`src/rtl/spi_fl_pkg.sv`:
```
// Shared constants and types for the SPI flash controller and the SPI master:
// flash opcodes, master transfer types, CPU request encodings and FSM states.
package spi_fl_pkg;

    // Flash opcodes
    localparam logic [7:0] CMD_READ = 8'h03;
    localparam logic [7:0] CMD_WREN = 8'h06;
    localparam logic [7:0] CMD_PP   = 8'h02;
    localparam logic [7:0] CMD_SE   = 8'h20;
    localparam logic [7:0] CMD_RDSR = 8'h05;

    // SPI master transfer types (spi_commtype)
    localparam logic [2:0] CT_CMD    = 3'b000;  // opcode only
    localparam logic [2:0] CT_STATUS = 3'b001;  // opcode, one status byte back
    localparam logic [2:0] CT_READ   = 3'b010;  // opcode + address, data word back
    localparam logic [2:0] CT_WRSR   = 3'b011;  // opcode + status byte out
    localparam logic [2:0] CT_PROG   = 3'b100;  // opcode + address + data word out
    localparam logic [2:0] CT_ERASE  = 3'b101;  // opcode + address

    // CPU request operations (req_op)
    localparam logic [1:0] RQ_READ   = 2'b00;
    localparam logic [1:0] RQ_PROG   = 2'b01;
    localparam logic [1:0] RQ_ERASE  = 2'b10;
    localparam logic [1:0] RQ_STATUS = 2'b11;

    // Single-command engine states
    typedef enum logic [1:0] {
        STEP_IDLE, STEP_ISSUE, STEP_WAIT_BUSY, STEP_WAIT_DONE
    } step_state_t;

    // Op sequencer states
    typedef enum logic [1:0] {
        SEQ_IDLE, SEQ_RUN, SEQ_NEXT, SEQ_RESP
    } seq_state_t;

    // Which command of a sequence is current
    typedef enum logic [1:0] {
        PH_WREN, PH_MAIN, PH_POLL
    } phase_t;

    // Combined controller view exposed for debug
    typedef enum logic [2:0] {
        ST_IDLE, ST_ISSUE, ST_WAIT_BUSY, ST_WAIT_DONE, ST_NEXT, ST_RESP
    } fl_state_t;

    // Transfer types that return an answer word from the master
    function automatic logic ct_has_answer(input logic [2:0] ct);
        return (ct == CT_STATUS) || (ct == CT_READ);
    endfunction

endpackage

```
`src/rtl/spi_fl_step.sv`:
```
// Runs one SPI master command: waits for the master to be ready, presents the
// command for a single spi_validflag cycle, follows tready low then high, and
// captures the answer word for answer-bearing transfers.
module spi_fl_step
    import spi_fl_pkg::*;
(
    input  logic        clk,
    input  logic        rst,
    input  logic        start,
    input  logic [7:0]  cmd,
    input  logic [2:0]  ctype,
    input  logic [23:0] addr,
    input  logic [31:0] wdata,
    output logic        done,
    output logic [31:0] answer,
    output step_state_t state,
    output logic [31:0] spi_data_in,
    output logic [23:0] spi_address,
    output logic [7:0]  spi_command,
    output logic [2:0]  spi_commtype,
    output logic        spi_validflag,
    input  logic        spi_tready,
    input  logic        spi_validflag_out,
    input  logic [31:0] spi_data_out
);

    logic pend;      // start seen while master not ready
    logic ans_flag;  // answer captured since the last ISSUE

    // Command engine; the master's answer pulse is captured in any state so a
    // pulse coinciding with tready rising is never lost.
    always_ff @(posedge clk) begin
        if (!rst) begin
            state         <= STEP_IDLE;
            pend          <= 1'b0;
            ans_flag      <= 1'b0;
            answer        <= 32'h0;
            done          <= 1'b0;
            spi_data_in   <= 32'h0;
            spi_address   <= 24'h0;
            spi_command   <= 8'h0;
            spi_commtype  <= 3'b0;
            spi_validflag <= 1'b0;
        end else begin
            done          <= 1'b0;
            spi_validflag <= 1'b0;
            if (spi_validflag_out) begin
                answer   <= spi_data_out;
                ans_flag <= 1'b1;
            end
            case (state)
                STEP_IDLE: begin
                    if (start || pend) begin
                        if (spi_tready) begin
                            state         <= STEP_ISSUE;
                            pend          <= 1'b0;
                            ans_flag      <= 1'b0;
                            spi_validflag <= 1'b1;
                            spi_command   <= cmd;
                            spi_commtype  <= ctype;
                            spi_address   <= addr;
                            spi_data_in   <= wdata;
                        end else begin
                            pend <= 1'b1;
                        end
                    end
                end
                STEP_ISSUE: state <= STEP_WAIT_BUSY;
                // tready lags the request by some sclk periods; wait for it to drop
                STEP_WAIT_BUSY: if (!spi_tready) state <= STEP_WAIT_DONE;
                STEP_WAIT_DONE: begin
                    if (spi_tready && (!ct_has_answer(spi_commtype) ||
                                       ans_flag || spi_validflag_out)) begin
                        done  <= 1'b1;
                        state <= STEP_IDLE;
                    end
                end
                default: state <= STEP_IDLE;
            endcase
        end
    end

endmodule

```
`src/rtl/spi_flash_ctrl.sv`:
```
// SPI flash controller: turns CPU read/program/erase/status requests into
// sequences of SPI master commands, polling WIP after program and erase.
// Handshake: a request is taken when req_valid && req_ready at a rising edge;
// req_ready is high only while idle, and each request yields exactly one
// rsp_valid pulse.
module spi_flash_ctrl
    import spi_fl_pkg::*;
#(
    parameter logic [15:0] POLL_MAX = 16'd65535,
    parameter int          WIP_BIT  = 0
) (
    input  logic        clk,
    input  logic        rst,
    input  logic        req_valid,
    output logic        req_ready,
    input  logic [1:0]  req_op,
    input  logic [23:0] req_addr,
    input  logic [31:0] req_wdata,
    output logic        rsp_valid,
    output logic [31:0] rsp_rdata,
    output logic        rsp_err,
    output logic [31:0] spi_data_in,
    output logic [23:0] spi_address,
    output logic [7:0]  spi_command,
    output logic [2:0]  spi_commtype,
    output logic        spi_validflag,
    input  logic        spi_tready,
    input  logic        spi_validflag_out,
    input  logic [31:0] spi_data_out,
    output fl_state_t   dbg_state
);

    seq_state_t  seq;
    phase_t      phase;
    step_state_t step_state;
    logic [1:0]  op_q;
    logic [23:0] addr_q;
    logic [31:0] wdata_q;
    logic [15:0] poll_cnt;
    logic        step_start;
    logic        step_done;
    logic [31:0] answer;
    logic [7:0]  step_cmd;
    logic [2:0]  step_ct;

    // Opcode and transfer type of the current step of the sequence
    always_comb begin
        step_cmd = CMD_RDSR;
        step_ct  = CT_STATUS;
        case (phase)
            PH_WREN: begin
                step_cmd = CMD_WREN;
                step_ct  = CT_CMD;
            end
            PH_MAIN: begin
                case (op_q)
                    RQ_READ:  begin step_cmd = CMD_READ; step_ct = CT_READ;  end
                    RQ_PROG:  begin step_cmd = CMD_PP;   step_ct = CT_PROG;  end
                    RQ_ERASE: begin step_cmd = CMD_SE;   step_ct = CT_ERASE; end
                    default:  begin step_cmd = CMD_RDSR; step_ct = CT_STATUS; end
                endcase
            end
            default: ;
        endcase
    end

    // Op sequencer: accept, launch steps, decide after each step, respond
    always_ff @(posedge clk) begin
        if (!rst) begin
            seq        <= SEQ_IDLE;
            phase      <= PH_MAIN;
            op_q       <= RQ_READ;
            addr_q     <= 24'h0;
            wdata_q    <= 32'h0;
            poll_cnt   <= 16'h0;
            step_start <= 1'b0;
            req_ready  <= 1'b1;
            rsp_valid  <= 1'b0;
            rsp_err    <= 1'b0;
            rsp_rdata  <= 32'h0;
        end else begin
            step_start <= 1'b0;
            rsp_valid  <= 1'b0;
            rsp_err    <= 1'b0;
            case (seq)
                SEQ_IDLE: begin
                    if (req_valid && req_ready) begin
                        op_q       <= req_op;
                        addr_q     <= req_addr;
                        wdata_q    <= req_wdata;
                        poll_cnt   <= 16'h0;
                        phase      <= (req_op == RQ_PROG || req_op == RQ_ERASE) ? PH_WREN : PH_MAIN;
                        step_start <= 1'b1;
                        req_ready  <= 1'b0;
                        seq        <= SEQ_RUN;
                    end
                end
                SEQ_RUN: if (step_done) seq <= SEQ_NEXT;
                SEQ_NEXT: begin
                    case (phase)
                        PH_WREN: begin
                            phase      <= PH_MAIN;
                            step_start <= 1'b1;
                            seq        <= SEQ_RUN;
                        end
                        PH_MAIN: begin
                            if (op_q == RQ_READ || op_q == RQ_STATUS) begin
                                rsp_rdata <= (op_q == RQ_READ) ? answer : {24'h0, answer[7:0]};
                                rsp_valid <= 1'b1;
                                seq       <= SEQ_RESP;
                            end else begin
                                phase      <= PH_POLL;
                                poll_cnt   <= poll_cnt + 16'd1;
                                step_start <= 1'b1;
                                seq        <= SEQ_RUN;
                            end
                        end
                        default: begin
                            if (!answer[WIP_BIT]) begin
                                rsp_valid <= 1'b1;
                                seq       <= SEQ_RESP;
                            end else if (poll_cnt >= POLL_MAX) begin
                                rsp_valid <= 1'b1;
                                rsp_err   <= 1'b1;
                                seq       <= SEQ_RESP;
                            end else begin
                                poll_cnt   <= poll_cnt + 16'd1;
                                step_start <= 1'b1;
                                seq        <= SEQ_RUN;
                            end
                        end
                    endcase
                end
                SEQ_RESP: begin
                    req_ready <= 1'b1;
                    seq       <= SEQ_IDLE;
                end
                default: seq <= SEQ_IDLE;
            endcase
        end
    end

    // Combined state view; a launched step not yet issued reads as ISSUE
    always_comb begin
        dbg_state = ST_IDLE;
        case (seq)
            SEQ_RUN: begin
                case (step_state)
                    STEP_WAIT_BUSY: dbg_state = ST_WAIT_BUSY;
                    STEP_WAIT_DONE: dbg_state = ST_WAIT_DONE;
                    default:        dbg_state = ST_ISSUE;
                endcase
            end
            SEQ_NEXT: dbg_state = ST_NEXT;
            SEQ_RESP: dbg_state = ST_RESP;
            default:  dbg_state = ST_IDLE;
        endcase
    end

    spi_fl_step u_step (
        .clk               (clk),
        .rst               (rst),
        .start             (step_start),
        .cmd               (step_cmd),
        .ctype             (step_ct),
        .addr              (addr_q),
        .wdata             (wdata_q),
        .done              (step_done),
        .answer            (answer),
        .state             (step_state),
        .spi_data_in       (spi_data_in),
        .spi_address       (spi_address),
        .spi_command       (spi_command),
        .spi_commtype      (spi_commtype),
        .spi_validflag     (spi_validflag),
        .spi_tready        (spi_tready),
        .spi_validflag_out (spi_validflag_out),
        .spi_data_out      (spi_data_out)
    );

endmodule

```
`config.mk`:
```
export PLATFORM = sky130hd
export DESIGN_NAME = spi_flash_ctrl
export DESIGN_NICKNAME = d
export VERILOG_FILES = /design/src/rtl/spi_fl_pkg.sv /design/src/rtl/spi_fl_step.sv /design/src/rtl/spi_flash_ctrl.sv
export SDC_FILE = /design/constraint.sdc
export NUM_CORES = 1
export LEC_CHECK = 0
export BUFFER_PORTS_ARGS = -buffer_cell sky130_fd_sc_hd__buf_4
export CELL_PAD_IN_SITES_DETAIL_PLACEMENT = 0
export CELL_PAD_IN_SITES_GLOBAL_PLACEMENT = 2
export CORE_UTILIZATION = 25
export CTS_BUF_LIST = sky130_fd_sc_hd__clkbuf_4
export CTS_CLUSTER_DIAMETER = 40
export DETAILED_ROUTE_END_ITERATION = 6
export GPL_ROUTABILITY_DRIVEN = 0
export MAX_ROUTING_LAYER = met4
export PLACE_DENSITY = 0.63
export SLEW_MARGIN = 25
export SYNTH_ARGS = -nofsm -noshare
export SYNTH_HDL_FRONTEND = slang
export SYNTH_HIERARCHICAL = 1
export SYNTH_SLANG_ARGS = --single-unit
```
`constraint.sdc`:
```
create_clock -name clk -period 2.8 [get_ports clk]
set_clock_uncertainty 0.2 [all_clocks]
set_input_delay 0.56 -clock clk [delete_from_list [all_inputs] [get_ports clk]]
set_output_delay 0.56 -clock clk [all_outputs]
set_load 0.03 [all_outputs]
```
==> results of run 1 <==
layout make-up:
class	count	share of cell area
antenna	1	0.0002081
clock buffer	91	0.05682
clock inverter	14	0.01030
inverter	9	0.002810
multi-input combinational	568	0.3013
sequential	219	0.3647
tap	442	0.04600
timing repair buffer	309	0.2179
cells by family after synthesis:
logic type,count (synthesis),share of synthesized area
multiplexers,34,0.04065
flip-flops,219,0.5236
other,1,0.0004479
XOR/XNOR,2,0.002092
AO/OA/AOI/OAI,216,0.2041
adder cells (fa/ha/maj),9,0.01345
AND/OR/NAND/NOR,303,0.1693
buffers and inverters,78,0.04632
registers in the layout, summed over array words and instances (netlist names), 3 cells and up:
name / cells
addr_q: 24
poll_cnt: 16
rsp_rdata: 32
u_step/answer: 32
u_step/spi_address: 24
u_step/spi_command: 8
u_step/spi_commtype: 3
u_step/spi_data_in: 32
wdata_q: 32
metal layers:
| layer | routed length (um) | vias up |
|---|---|---|
| li1 | - | 3645 |
| met1 | 11370 | 3288 |
| met2 | 11610 | 182 |
| met3 | 1348 | 47 |
| met4 | 514 | 0 |
| met5 | 0 | - |
where the power goes:
part / switching (W) / internal [W]
clock: 0.00140 / 0.00168
combinational: 0.000455 / 0.000411
sequential: 0.0000798 / 0.00325
total: 0.00194 / 0.00534
placed cells by master (no fill, tap or decap), types with 5 or more instances in the layout:
master	count
a22o_1	67
buf_12	6
o21ai_0	10
nor3_1	7
buf_4	213
a21oi_1	10
clkbuf_4	91
o221a_2	6
dfxtp_1	219
nand2_1	174
nand3_1	30
and3_1	5
o21a_1	7
nor2_1	13
a21boi_0	90
dlygate4sd3_1	90
mux2i_1	34
inv_1	9
clkinv_1	7
ha_1	9
nand4_1	6
nor2b_1	36
metrics by stage:
stage          setup slack [ns]  cell area (um^2)
4_1_cts                  0.1813             12020
5_1_grt                 0.05646             12020
6_report                 0.1729             12020
2_1_floorplan            0.4533              8384
3_3_place_gp             0.2358             10310
3_5_place_dp             0.1875             10310
repair_timing:
item / in CTS / in global routing
hold endpoints to repair: 90 / 0
buffers inserted: 0 / 0
hold buffers: 90 / 0
worst paths after layout:
kind	startpoint	end	slack, ns	depth (start not counted)
max reg2reg	poll_cnt[0]$_SDFFE_PN0P_	poll_cnt[15]$_SDFFE_PN0P_	0.17	6
min reg2reg	u_step/answer[25]$_SDFFE_PN0P_	rsp_rdata[25]$_SDFFE_PN0P_	0.25	2
max	poll_cnt[0]$_SDFFE_PN0P_	poll_cnt[15]$_SDFFE_PN0P_	0.17	6
min	rst	phase[0]$_SDFFE_PN1P_	0.08	2
==> metrics.md, run 1 <==
| Metric | Value |
|---|---|
| CTS tree | `built` |
| Crit-path max cell delay | `0.62 ns` |
| Crit path buffers/inverters | `0` |
| Dpl hpwl | `15200 um` |
| Total number of vias | `7162` |
| WL final | `24840 um` |
| CP top delay family | `simple AND/OR/NAND/NOR gates` |
| Register area | `4384 um^2` |
| Final setup fails | `0` |
| Fin util | `0.3667` |
| DRT antenna net count | `0` |
| Row count | `66` |
| Area Growth Syn to Fin | `43.59%` |
| Largest net degree at the start of global routing | `82` |
| Final hold vios | `0` |
| Initial Util | `0.2554` |
| Die area | `34230 um^2` |
| Worst-Skew Late Latency | `0.65 ns` |
| CP Class | `reg -> reg` |
| FF+latch count, synth | `219` |
| Met2 global-route usage | `0.2263` |
| Core Footprint | `32780 um^2` |
| TritonRoute pass-1 iters | `5` |
| CP Max Fanout | `6` |
| First-pass GRT wire length | `38090 um` |
| Chip height | `185.0 um` |
| DRC | `0` |
| Startpoint types | `register` |
| Final total power | `0.007274 W` |
| Critical path cell sequence | `ha_1 > nand3_1 > or4_4 > a311oi_4 > nand2b_2 > o221a_2` |
| Clock H-tree levels | `3` |
| CTS max path bufs | `3` |
| Post-cts gate resize count | `0` |
| NumNets Final | `1280` |
| Num CTS Buffers | `69` |
| Gr ovfl total | `0` |
| Main synth FF type | `dfxtp_1` |
| Crit end category | `register` |
| Crit path max-delay cell type | `or4_4` |
| Post-synth EDFFs | `0` |
| Vias in the first global route | `6962` |
| Initial antenna violation count | `1` |
| Synth async-reset ratio | `0` |
| Multi-input combinational cell area | `3622 um^2` |
| Worst slew margin | `0.4958` |
| Pwr Density | `605.0 nW/um^2` |
| Max-slew violation count | `0` |
| Fmax | `380.6 MHz` |
| Peak supply drop | `0.2529 mV` |
| Share of the synthesized area in the top cell type | `0.5236` |
| Final setup TNS | `0 ns` |
| Drt initial violations | `328` |
| M3 GR Usage | `0.03834` |
| Final period utilization | `0.9383` |
| Final min period | `2.627 ns` |
| Lkg Pwr | `4.953 nW` |
| All-Layer GR Usage | `0.1468` |
| Ports | `201` |
| Cell count after synthesis | `862` |
| Post-synth top cells | `dfxtp_1 (219), nand2_1 (175), a21boi_0 (90)` |
| Routed len/inst | `15.03 um` |
| Fin Hold WS | `0.07850 ns` |
| # placed instances | `1457` |
| Mean Syn Cell Area | `9.713 um^2` |
| Clock Pin Slew Worst Setup and Hold Paths | `0.05 ns` |
| Share of cells above drive strength 1 | `0.2843` |
| Vias per cell | `4.333` |
| Class of the worst hold path | `in -> reg` |
| Dominant cell by count in the synthesized netlist | `dfxtp_1` |
| Slew @ Worst Pin | `0.7564 ns` |
| CP arrival | `3.01 ns` |
| Seq/Total Area, Yosys | `0.5236` |
| Final cell count without fillers | `1653` |
| RSZ-0062 raised after global routing | `false` |
| GR met1 Demand/Resource | `0.1816` |
| Fill cells | `3419` |
| Clk Tree Root Cell | `clkbuf_4` |
| Synth area leader | `dfxtp_1` |
| Max-cap violation count | `0` |
| Status | `finished clean` |
| Largest cells by area after synthesis | `dfxtp_1 (52%), a21boi_0 (8.1%), nand2_1 (7.8%), a22o_1 (7.0%), mux2i_1 (4.1%)` |
| Unique masters post-synth | `58` |
| DIE WIDTH | `185.0 um` |
| Synthesized area | `8373 um^2` |
| Critical Path RT | `3.18 ns` |
| Clock sinks | `219` |
| Port bufs | `200` |
| Yosys warns | `6` |
| GRT Max-Usage Layer | `met2` |
(Power assumes the default switching activity.)
==> run 2, diff against run 1 <==
Settings changed: RECOVER_POWER from default to 50.
==> run 2 against run 1 <==
The run now ends with max-capacitance violations, max-slew violations left. First-iteration DRC count is 4.0% lower. Clock-buffer cell count stayed put. Cell count stayed put. Global-route usage stayed put. Largest cell class unchanged. Sequential power hardly changed. Critical path depth stayed put. Fmax is 0.26% higher. Routed wire length hardly changed. Hold slack better by 0.0089 ns. Die area stayed put. Sequential share of layout area is 1.2 points higher.
==> metrics.md, run 2 (synthesis gave the netlist of run 1 again) <==
| Metric | Value |
|---|---|
| Worst setup margin | `0.1796 ns (+0.006737 ns)` |
| Die area | `34230 um^2 (unchanged)` |
| Vias per cell | `4.317 (-0.36%)` |
| Failing checks | `max-capacitance violations, max-slew violations` |
| Fmax | `381.6 MHz (+0.26%)` |
| Vias in the first global route | `6962 (unchanged)` |
| Final setup fails | `0 (unchanged)` |
| Fill cells | `3503 (+2.5%)` |
| Final hold vios | `0 (unchanged)` |
| Row count | `66 (unchanged)` |
| Clock sinks | `219 (unchanged)` |
| Pwr Density | `622.0 nW/um^2 (+2.8%)` |
| Reg-to-Reg Start | `poll_cnt[0]$_SDFFE_PN0P_` |
| Ports | `201 (unchanged)` |
| WL final | `24840 um (about the same)` |
| Commonest non-fill, non-tap cells in the layout | `dfxtp_1 (219), nand2_1 (174), buf_4 (119)` |
| Class of the worst hold path | `in -> reg` |
| DIE WIDTH | `185.0 um (unchanged)` |
| Commonest non-fill, non-tap cell in the layout | `dfxtp_1` |
| Crit end category | `register` |
| Max-slew violation count | `25 (+25)` |
| Dpl ws | `0.1875 ns (unchanged)` |
| DRT antenna net count | `0 (unchanged)` |
| Worst slew margin | `-0.2505 (-0.7463)` |
| RSZ-0062 raised after global routing | `false` |
| CTS max path bufs | `3 (unchanged)` |
| Peak supply drop | `0.2596 mV (+2.6%)` |
| # placed instances | `1457 (unchanged)` |
| Crit-path max cell delay | `0.62 ns (about the same)` |
| Clock H-tree levels | `3 (unchanged)` |
| CP Class | `reg -> reg` |
| First-pass GRT wire length | `38090 um (unchanged)` |
| Post-CTS Setup Repair Bufs | `0 (unchanged)` |
| Drt initial violations | `315 (-4.0%)` |
| Final cell count without fillers | `1653 (unchanged)` |
| Initial Util | `0.2554 (unchanged)` |
| Core Footprint | `32780 um^2 (unchanged)` |
| Final period utilization | `0.9358 (-0.002406)` |
| CP Max Fanout | `6 (unchanged)` |
| Slew @ Worst Pin | `1.876 ns (+1.119 ns)` |
| Clock Pin Slew Worst Setup and Hold Paths | `0.06 ns (about the same)` |
| NumNets Final | `1280 (unchanged)` |
| Worst-Skew Late Latency | `0.65 ns (about the same)` |
| Startpoint types | `register` |
| Largest net degree at the start of global routing | `82 (unchanged)` |
| Reg2Reg Setup Slack | `0.18 ns (about the same)` |
| Routed len/inst | `15.03 um (about the same)` |
| Port bufs | `200 (unchanged)` |
| Worst Hold Launch | `spi_tready` |
| Num CTS Buffers | `69 (unchanged)` |
| CP top delay family | `simple AND/OR/NAND/NOR gates` |
| Clk Tree Root Cell | `clkbuf_4` |
| Gr ovfl total | `0 (unchanged)` |
| Post-cts gate resize count | `0 (unchanged)` |
| Critical Path RT | `3.18 ns (about the same)` |
| TritonRoute pass-1 iters | `4 (-1)` |
| Dpl hpwl | `15200 um (unchanged)` |
| Worst Setup SP | `poll_cnt[0]$_SDFFE_PN0P_` |
| CP arrival | `3.00 ns (about the same)` |
| Crit path max-delay cell type | `or4_4` |
| Area Growth Syn to Fin | `39.05%` |
| CTS tree | `built` |
| Total number of vias | `7136 (-0.36%)` |
| Status | `finished with violations` |
| Chip height | `185.0 um (unchanged)` |
| DRC | `0 (unchanged)` |
| Final min period | `2.620 ns (-0.006737 ns)` |
| Critical path cell sequence | `ha_1 > nand3_1 > or4_4 > a311oi_4 > nand2b_2 > o221a_2` |
| Initial antenna violation count | `1 (unchanged)` |
| Crit path buffers/inverters | `0 (unchanged)` |
| Share of cells above drive strength 1 | `0.2083 (-0.07603)` |
| Final setup TNS | `0 ns (unchanged)` |
| All-Layer GR Usage | `0.1468 (unchanged)` |
| Lkg Pwr | `4.557 nW (-8.0%)` |
| Max-cap violation count | `1 (+1)` |
[run 2: cell count changes in the layout (fill, tap and decap cells not counted)]
| cell | change |
|---|---|
| buf_12 | -2 |
| buf_4 | -94 |
| o21a_1 | +1 |
| o21a_2 | -1 |
| o21ai_1 | +1 |
| clkbuf_2 | +4 |
| buf_2 | +1 |
| clkbuf_1 | +90 |
| clkbuf_4 | +1 |
| o21ai_2 | -1 |
[run 2: power by group]
group / internal [W] / switching, W
combinational: 0.000386 / 0.000451
clock: 0.00168 / 0.00140
sequential: 0.00325 / 0.0000786
total: 0.00531 / 0.00193
[run 2: per-stage QoR]
step | power (W) | hold WS (ns) | instance area [um^2] | utilization
floorplan | 0.003848 | 0.2294 | 8384 | -
global placement | 0.004168 | 0.2357 | 10310 | 0.3146
detailed placement | 0.004173 | 0.2496 | 10310 | 0.3146
CTS | 0.007450 | 0.03301 | 12020 | 0.3667
global route | 0.007687 | 0.04612 | 11640 | 0.3551
finish | 0.007241 | 0.08740 | 11640 | 0.3551
[run 2: repair_timing]
item,in CTS,in global routing
hold endpoints to repair,90,0
setup endpoints to repair,0,0
hold buffers,90,0
[run 2: layout make-up]
cell class                      instances  area, um^2  share of cell area
Sequential cell                       219        4384              0.3766
Timing Repair Buffer                  309        2245              0.1928
Tap cell                              442       553.0             0.04750
Antenna cell                            1       2.502           0.0002149
Multi-Input combinational cell        568        3617              0.3107
Inverter                                9       33.78            0.002902
Clock buffer                           91       683.2             0.05868
Clock inverter                         14       123.9             0.01064
[run 2: layer usage]
metal,track usage,wire [um],share of wire,vias to the layer above
li1,-,-,-,3644
met1,0.1816,11430,0.46,3266
met2,0.2263,11590,0.47,177
met3,0.03834,1305,0.053,49
met4,0.05983,522,0.021,0
met5,-,0,0,-
[run 2: final timing paths]
check / to / cells past startpoint
min reg2reg: rsp_rdata[25]$_SDFFE_PN0P_ / 2
max reg2reg: poll_cnt[15]$_SDFFE_PN0P_ / 6
min: u_step/done$_SDFF_PN0_ / 3
max: poll_cnt[15]$_SDFFE_PN0P_ / 6
[run 2: worst register-to-register path, cell delays in order (launching register included)]
cell	delay, ns
dfxtp_1	0.38
ha_1	0.22
nand3_1	0.21
or4_4	0.62
a311oi_4	0.45
nand2b_2	0.29
o221a_2	0.20
==> run 3, diff against run 2 <==
Settings changed: CORE_UTILIZATION 25 to 34, PLACE_DENSITY 0.63 to 0.81.
==> run 3 against run 2 <==
The flow now finishes without violations. Clock-buffer cell count up 1. Flip-flop and latch count stayed put. Utilization is 13 points higher. Sequential share of layout area fell by 0.50 points. Sequential power is essentially flat. Critical path depth down 2. Register-to-register slack better by 0.18 ns. Critical path type is now in -> reg. Critical endpoint is now rsp_rdata[16]$_SDFFE_PN0P_. Largest cell class unchanged. Largest power group unchanged. Highest routed layer unchanged.
==> metrics.md, run 3 (synthesis gave the netlist of run 1 again) <==
| Metric | Value |
|---|---|
| Port bufs | `200 (unchanged)` |
| Post-cts gate resize count | `0 (unchanged)` |
| Chip height | `158.9 um (-14%)` |
| Num CTS Buffers | `59 (-14%)` |
| Lkg Pwr | `4.921 nW (+8.0%)` |
| WL final | `22460 um (-9.6%)` |
| Post-CTS Setup Repair Bufs | `0 (unchanged)` |
| Fmax | `406.4 MHz (+6.5%)` |
| Worst slew margin | `0.4083 (+0.6588)` |
| Total number of vias | `7214 (+1.1%)` |
| CTS tree | `built` |
| Clock H-tree levels | `2 (-1)` |
| Slew @ Worst Pin | `0.8876 ns (-0.9882 ns)` |
| Crit-path max cell delay | `0.86 ns (+0.24 ns)` |
| Die area | `25260 um^2 (-26%)` |
| Startpoint types | `input pin` |
| CTS max path bufs | `3 (unchanged)` |
| Max-cap violation count | `0 (-1)` |
| Fin Hold WS | `0.09066 ns (+0.003257 ns)` |
| Ports | `201 (unchanged)` |
| Crit end category | `register` |
| Critical Path RT | `3.17 ns (about the same)` |
| Initial Util | `0.3453 (+0.08990)` |
| DRT antenna net count | `0 (unchanged)` |
| Worst Hold Launch | `spi_validflag_out` |
| Initial antenna violation count | `2 (+1)` |
| Critical path cell sequence | `dlygate4sd3_1 > clkbuf_1 > clkbuf_4 > a21boi_0` |
| RSZ-0062 raised after global routing | `false` |
| Share of cells above drive strength 1 | `0.2764 (+0.06814)` |
| Worst reg2reg path depth | `8 (+2)` |
| Final period utilization | `0.8788 (-0.05702)` |
| Row count | `57 (-14%)` |
| Dpl hpwl | `13570 um (-11%)` |
| CP Max Fanout | `90 (+84)` |
| Crit path max-delay cell type | `clkbuf_4` |
| Final setup fails | `0 (unchanged)` |
| Area Growth Syn to Fin | `40.93%` |
| Drt initial violations | `269 (-15%)` |
| Clock sinks | `219 (unchanged)` |
| DRC | `0 (unchanged)` |
| Final min period | `2.461 ns (-0.1597 ns)` |
| Gr ovfl total | `0 (unchanged)` |
| Reg2Reg Setup Slack | `0.36 ns (+0.18 ns)` |
| Clock Pin Slew Worst Setup and Hold Paths | `0.06 ns (about the same)` |
| CP arrival | `2.84 ns (-0.16 ns)` |
| Final setup TNS | `0 ns (unchanged)` |
| Fin util | `0.4866 (+0.1315)` |
| Peak supply drop | `0.2701 mV (+4.1%)` |
| Clk Tree Root Cell | `clkbuf_4` |
| Class of the worst hold path | `in -> reg` |
| Max-slew violation count | `0 (-100%)` |
| Crit Reg-Reg Endpoint | `poll_cnt[7]$_SDFFE_PN0P_` |
| Hold Path Depth | `2 (-1)` |
| Commonest non-fill, non-tap cell in the layout | `dfxtp_1` |
| Vias per cell | `4.687 (+8.6%)` |
| Commonest non-fill, non-tap cells in the layout | `dfxtp_1 (219), buf_4 (210), nand2_1 (175)` |
| Core Footprint | `24250 um^2 (-26%)` |
| Routed len/inst | `14.59 um (-2.9%)` |
| Worst-Skew Late Latency | `0.71 ns (+0.06 ns)` |
| End of the worst hold path | `u_step/ans_flag$_SDFF_PN0_` |
| DIE WIDTH | `158.9 um (-14%)` |
| All-Layer GR Usage | `0.1833 (+0.03649)` |
| Largest net degree at the start of global routing | `91 (+11%)` |
| First-pass GRT wire length | `37140 um (-2.5%)` |
| Final hold vios | `0 (unchanged)` |
| TritonRoute pass-1 iters | `4 (unchanged)` |
| Vias in the first global route | `7287 (+4.7%)` |
| Reg-to-Reg Start | `op_q[0]$_SDFFE_PN0P_` |
| NumNets Final | `1273 (-0.55%)` |
| Status | `finished clean` |
| CP Class | `in -> reg` |
| Pwr Density | `591.1 nW/um^2 (-5.0%)` |
[run 3: cell count changes in the layout (fill, tap and decap cells not counted), sizes merged]
cell         previous run  this run
dlygate4sd3            90        94
inv                    11        10
buf                   124       213
clkbuf                186        97
clkinv                  9        11
clkinvlp                1         0
diode                   1         3
bufinv                  2         0
[run 3: routing by layer]
metal | part of all wire | GRT usage | vias to the layer above | wire (um)
li1 | - | - | 3636 | -
met1 | 0.45 | 0.2205 | 3372 | 10200
met2 | 0.47 | 0.2957 | 165 | 10610
met3 | 0.049 | 0.04663 | 41 | 1101
met4 | 0.024 | 0.06731 | 0 | 537
met5 | 0 | - | - | 0
[run 3: how the worst max path moves through the flow]
stage	from	endpoint	cells past startpoint
global route	rst	rsp_rdata[0]$_SDFFE_PN0P_	4
finish	rst	rsp_rdata[16]$_SDFFE_PN0P_	4
global placement	poll_cnt[0]$_SDFFE_PN0P_	poll_cnt[13]$_SDFFE_PN0P_	6
floorplan	op_q[0]$_SDFFE_PN0P_	poll_cnt[12]$_SDFFE_PN0P_	8
detailed placement	poll_cnt[0]$_SDFFE_PN0P_	poll_cnt[9]$_SDFFE_PN0P_	6
CTS	op_q[0]$_SDFFE_PN0P_	poll_cnt[6]$_SDFFE_PN0P_	8
[run 3: stage by stage]
step	power, W	cell area [um^2]	std cells	worst slack [ns]
6_report	0.006975	11800	1539	0.3393
4_1_cts	0.007129	11840	1536	0.3283
3_3_place_gp	0.004140	10140	1338	0.4049
3_5_place_dp	0.004145	10140	1338	0.3794
5_1_grt	0.007374	11800	1539	0.1380
2_1_floorplan	0.003848	8384	865	0.4533
[run 3: layout make-up]
type / instances / area, um^2
antenna: 3 / 7.507
clock buffer: 92 / 690.7
clock inverter: 12 / 62.56
fill: 2389 / 12450
inverter: 9 / 33.78
multi-input combinational: 568 / 3611
sequential: 219 / 4384
tap: 324 / 405.4
timing repair buffer: 312 / 2605
[run 3: timing repair]
item,4_1_cts,5_1_grt
setup endpoints to repair,0,0
hold buffers,94,0
hold endpoints to repair,94,0
[run 3: critical path: cells and delay by family]
kind | cells | cell delay, ns
compound gates | 1 | 0.25
buf+inv | 3 | 1.96
[run 3: report_power, final]
group / internal, W / total [W] / switching [W]
combinational: 0.000400 / 0.000838 / 0.000438
clock: 0.00149 / 0.00281 / 0.00132
sequential: 0.00325 / 0.00332 / 0.0000782
total: 0.00514 / 0.00698 / 0.00184
